<file path="config.mk">
export PLATFORM = sky130hd
export DESIGN_NAME = step_sequencer
export DESIGN_NICKNAME = d
export VERILOG_FILES = /design/src/rtl/step_sequencer.sv
export SDC_FILE = /design/constraint.sdc
export NUM_CORES = 1
export LEC_CHECK = 0
export BUFFER_PORTS_ARGS = -buffer_cell sky130_fd_sc_hd__buf_2
export CORE_UTILIZATION = 53
export CTS_BUF_LIST = sky130_fd_sc_hd__clkbuf_16
export DETAILED_ROUTE_END_ITERATION = 10
export PLACE_DENSITY = 0.84
export RECOVER_POWER = 100
export REMOVE_ABC_BUFFERS = 1
export SETUP_SLACK_MARGIN = 0.2
export SYNTH_ARGS = -nofsm -noshare
export SYNTH_HDL_FRONTEND = slang
export SYNTH_SLANG_ARGS = --single-unit
</file>
<file path="constraint.sdc">
create_clock -name clock -period 4.8 [get_ports clock]
set_clock_uncertainty 0.05 [all_clocks]
set_input_delay 0.48 -clock clock [delete_from_list [all_inputs] [get_ports clock]]
set_output_delay 0.48 -clock clock [all_outputs]
set_load 0.01 [all_outputs]
</file>
<file path="src/rtl/step_sequencer.sv">
// Instruction step sequencer: walks each instruction through EXEC, optional read/write waits and RETIRE.
// Latency: plain 2 cycles, +RD_WAIT for reads, +WR_WAIT for writes; strobes are combinational from state.
// Backpressure: none; the step button, run_mode and halt gate progress only at instruction boundaries.
module step_sequencer #(
  parameter int            IW      = 16,
  parameter int            RD_WAIT = 1,
  parameter int            WR_WAIT = 1,
  parameter logic [IW-1:0] HALT_OP = 16'h0300,
  parameter int            CNT_W   = 16
) (
  input  logic             clock,
  input  logic             resetn,
  input  logic             user_clock,
  input  logic             run_mode,
  input  logic             clock_lock,
  input  logic [IW-1:0]    instruction,
  input  logic             needs_read,
  input  logic             needs_write,
  input  logic [1:0]       load_src_in,
  output logic [2:0]       state,
  output logic             pc_increment,
  output logic [1:0]       load_src,
  output logic             write_strobe,
  output logic             switch_clock,
  output logic [CNT_W-1:0] retired
);

  typedef enum logic [2:0] {
    ST_STOPPED = 3'd0,
    ST_ARMED   = 3'd1,
    ST_EXEC    = 3'd2,
    ST_WAIT_RD = 3'd3,
    ST_WAIT_WR = 3'd4,
    ST_RETIRE  = 3'd5
  } state_t;

  // Wait counters are loaded with (cycles - 1) so that zero marks the final wait cycle.
  localparam logic [3:0] RD_LOAD = 4'(RD_WAIT - 1);
  localparam logic [3:0] WR_LOAD = 4'(WR_WAIT - 1);

  state_t     state_q;
  state_t     state_d;
  logic [3:0] wait_q;
  logic [3:0] wait_d;
  logic       last_wait;
  logic       halt;
  logic       pc_inc_c;
  logic       wr_stb_c;

  // Halt is either an external lock or the halt opcode; it only takes effect at RETIRE.
  assign halt         = clock_lock | (instruction == HALT_OP);
  assign switch_clock = halt;
  assign last_wait    = (wait_q == 4'd0);
  assign state        = state_q;

  // A cycle in which reset is asserted commits nothing, even if the state would strobe.
  assign pc_increment = pc_inc_c & resetn;
  assign write_strobe = wr_stb_c & resetn;
  assign load_src     = pc_increment ? load_src_in : 2'b00;

  // Next-state, wait counter and strobe decode.
  always_comb begin
    state_d  = state_q;
    wait_d   = wait_q;
    pc_inc_c = 1'b0;
    wr_stb_c = 1'b0;
    case (state_q)
      ST_STOPPED: begin
        // Require a button release before arming so one press equals one step.
        if (!user_clock) begin
          state_d = ST_ARMED;
        end
      end
      ST_ARMED: begin
        if (user_clock) begin
          state_d = ST_EXEC;
        end
      end
      ST_EXEC: begin
        if (needs_read) begin
          state_d = ST_WAIT_RD;
          wait_d  = RD_LOAD;
        end else if (needs_write) begin
          state_d = ST_WAIT_WR;
          wait_d  = WR_LOAD;
        end else begin
          state_d  = ST_RETIRE;
          pc_inc_c = 1'b1;
        end
      end
      ST_WAIT_RD: begin
        if (last_wait) begin
          if (needs_write) begin
            state_d = ST_WAIT_WR;
            wait_d  = WR_LOAD;
          end else begin
            state_d  = ST_RETIRE;
            pc_inc_c = 1'b1;
          end
        end else begin
          wait_d = wait_q - 4'd1;
        end
      end
      ST_WAIT_WR: begin
        if (last_wait) begin
          state_d  = ST_RETIRE;
          pc_inc_c = 1'b1;
          wr_stb_c = 1'b1;
        end else begin
          wait_d = wait_q - 4'd1;
        end
      end
      ST_RETIRE: begin
        // Only here are halt and run_mode sampled, so a running instruction always completes.
        if (halt || !run_mode) begin
          state_d = ST_STOPPED;
        end else begin
          state_d = ST_EXEC;
        end
      end
      default: begin
        state_d = ST_STOPPED;
        wait_d  = 4'd0;
      end
    endcase
  end

  // State, wait counter and retired-instruction counter registers.
  always_ff @(posedge clock) begin
    if (!resetn) begin
      state_q <= ST_STOPPED;
      wait_q  <= 4'd0;
      retired <= '0;
    end else begin
      state_q <= state_d;
      wait_q  <= wait_d;
      retired <= retired + CNT_W'(pc_increment);
    end
  end

endmodule

</file>
==> impl_metrics.csv <==
group,metric,value,unit
finish,final-instance-count-excl-fill,240,
synth,syn_area_per_cell,8.37,um2
clocking,clock-root-buffer,"clkbuf_16",
sta,setup_viol,0,
hold_path,worstHoldPathType,"reg2reg",
clocking,clock_latency,0.25,ns
worst_setup_path,critPathCaptureType,"flip-flop",
worst_setup_path,worstRegToRegCells,8,
hold_path,min_from,"wait_q[0]$_SDFFE_PN0P_",
die,start_util,56.3,%
worst_setup_path,crit_slowest_cell,"dfxtp_1",
die,io_pins,49,
die,die_w,53.5,um
detailed_routing,routed_wirelength,3370,um
clocking,htree_levels,1,
synth,synth_area,0.00141,mm2
die,core_area,0.00250,mm2
worst_setup_path,r2r-start,"state[2]$_SDFFE_PN0P_",
detailed_routing,drtAntennaViolNets,0,
worst_setup_path,r2r-end,"retired[15]$_SDFF_PN0_",
run_status,status,"finished, final reports clean",
worst_setup_path,crit_fanout,19,
global_routing,grt_pass1_vias,1301,
worst_setup_path,cp.required,4.89,ns
sta,max_freq,312,MHz
clocking,ctsResizeCount,0,
synth,synthCells,168,
worst_setup_path,worstPathArrival,3.30,ns
placed_design,hpwl,2480,um
die,die_h,53.5,um
detailed_routing,drcViolationCount,0,
sta,finalMaxSlewViolations,0,
synth,synth-edff-count,0,
worst_setup_path,r2r_slack,1.60,ns
clocking,clk_pin_slew,0.06,ns
hold_path,hold_path_end,"wait_q[0]$_SDFFE_PN0P_",
sta,period_minus_slack,3.20,ns
die,fp.dieArea,0.00286,mm2
global_routing,track_usage,27.2,%
hold_path,holdPathStages,1,
sta,rsz0062_at_grt,"no",
clocking,cts.sinks,23,
clocking,clk_path_buf_depth,2,
synth,synth.yosys.warnings,0,
sta,hold_viol,0,
detailed_routing,drt_iter0_drc,48,
sta,tightest_slew,0.612,ns
global_routing,grt-ovfl-total,0,
pwr,ir_drop,214,uV
global_routing,grt_max_degree,28,
global_routing,antenna_found_initial,0,
worst_setup_path,startpoint_type,"flip-flop",
placed_design,port_buffers,48,
worst_setup_path,crit_chain,"nor3b_1, o21ai_0, a21oi_1, ha_1, nand3_1, nor4_1, a31oi_1, o21a_1",
clocking,cts_buffers,3,
sta,maxSlewHeadroom,59.1,%
detailed_routing,wl_per_cell,14.0,um
synth,async_flop_share,0,%
clocking,cts_setup_buffers,0,
global_routing,gr-max-usage-layer,"met2",
worst_setup_path,cp_top_family,"simple AND/OR/NAND/NOR gates",
finish,layout_commonest_cell,"buf_2",
finish,syn2layout_area_growth,18.5,%
synth,ys_seq_elements,23,
detailed_routing,via_per_inst,6.01,
finish,fillerInstances,224,
finish,nNetsFinal,239,
pwr,p_leak,0.000658,uW
finish,final_cell_mix,"buf_2, dfxtp_1, clkbuf_1",
worst_setup_path,cp_slowest_stage_delay,0.65,ns
sta,fin_crit_sh,66.7,%
pwr,cellPowerDensity,251,mW/mm2
finish,drive_above_1_share,16.2,%
global_routing,met3_usage,4.89,%
worst_setup_path,crit_type,"reg2reg",
global_routing,met2_usage,50.4,%
synth,synth.distinct_cells,52,
clocking,ctsHoldBuffers,0,
synth,yosysSeqAreaShare,32.7,%
synth,synth_top_flop_cell,"dfxtp_1",
placed_design,place_congestion,0.865,
global_routing,grtUsageMet1,29.6,%
placed_design,place_inst,236,
detailed_routing,drt_first_pass_iters,5,
flow_run,maxCapViolCount,0,
global_routing,grt_pass1_wl,5590,um
die,rows,18,
finish,num_antenna_cells,0,
clocking,cts_tree,"yes",
detailed_routing,dr_total_vias,1443,
sta,fin_setup_tns,0,ns
worst_setup_path,worst-path-buf-inv,0,
## cells in the mapped netlist, types with 2 or more instances
cell	number	area, um2
a31oi_1	2	12.5
nand3_1	8	40.0
dfxtp_1	23	460
clkbuf_1	4	15.0
a21oi_1	5	25.0
xor2_1	4	35.0
o21ai_0	6	30.0
nand4_1	6	37.5
ha_1	3	37.5
a21boi_0	4	30.0
nor2b_1	5	31.3
nand2_1	14	52.6
nor4_1	3	18.8
nor4bb_1	2	20.0
and2_1	16	100
inv_1	4	15.0
buf_2	3	15.0
nor3b_1	2	15.0
nor2_1	5	18.8
o21a_1	2	15.0
or3_1	3	18.8
and3_1	3	18.8
a211oi_1	2	15.0
o22ai_1	4	25.0
nor3_1	3	15.0
xnor2_1	6	52.6
## state kept, by name (all words and copies together) (netlist names)
name     cells
retired     16
state        3
wait_q       4
## per-stage QoR
stage	cell area, um2	setup slack [ns]	power, uW	hold WS, ns	utilization [%]
after floorplan	1360	2.06	228	0.416	-
after detailed placement	1630	1.78	249	0.463	65.4
after CTS	1710	1.71	425	0.471	68.5
after global routing	1670	1.21	437	0.507	66.7
final	1670	1.60	418	0.475	66.7
after global placement	1630	2.06	247	0.439	65.4
## cell families (layout without fill, tap and decap cells)
| family | after synthesis | after routing | share of synthesized area [%] |
|---|---|---|---|
| XOR/XNOR | 10 | 10 | 6.23 |
| AND/OR/NAND/NOR | 83 | 83 | 36.3 |
| flip-flops | 23 | 23 | 32.7 |
| buffers and inverters | 14 | 56 | 4.62 |
| adder cells (fa/ha/maj) | 3 | 3 | 2.67 |
| AO/OA/AOI/OAI | 35 | 35 | 17.4 |
## report_power, final
| part | internal [uW] | total (uW) | switching (uW) |
|---|---|---|---|
| Combinational | 21.2 | 41.0 | 19.8 |
| Sequential | 193 | 203 | 9.66 |
| Clock | 111 | 174 | 62.8 |
| Total | 325 | 418 | 92.2 |
## worst register-to-register path: stages, from the launching register on
cell	delay (ns)
dfxtp_1	0.65
nor3b_1	0.44
o21ai_0	0.17
a21oi_1	0.34
ha_1	0.29
nand3_1	0.18
nor4_1	0.56
a31oi_1	0.20
o21a_1	0.21
## final cells by class
type                    count  area [um2]  share of cell area [%]
clock inverters             1        3.75                   0.225
inverters                   4        15.0                   0.901
well taps                  30        37.5                    2.25
flip-flops and latches     23         460                    27.6
clock buffers               3        75.1                    4.50
multi-input cells         131         862                    51.7
repair buffers             48         213                    12.8
## worst max-delay path by stage
stage / endpoint / startpoint / depth (start not counted)
2_1_floorplan: retired[14]$_SDFF_PN0_ / state[2]$_SDFFE_PN0P_ / 8
3_3_place_gp: retired[14]$_SDFF_PN0_ / state[2]$_SDFFE_PN0P_ / 8
3_5_place_dp: retired[14]$_SDFF_PN0_ / state[2]$_SDFFE_PN0P_ / 8
4_1_cts: retired[14]$_SDFF_PN0_ / state[2]$_SDFFE_PN0P_ / 8
5_1_grt: retired[15]$_SDFF_PN0_ / state[2]$_SDFFE_PN0P_ / 8
6_report: retired[15]$_SDFF_PN0_ / state[2]$_SDFFE_PN0P_ / 8
## metal layers
metal  up-vias  routed length [um]
met5         -                   0
met4         0                  55
met3         8                 205
met2        65                1730
met1       667                1370
li1        703                   -
No activity file was read; power rests on OpenSTA's default activity.
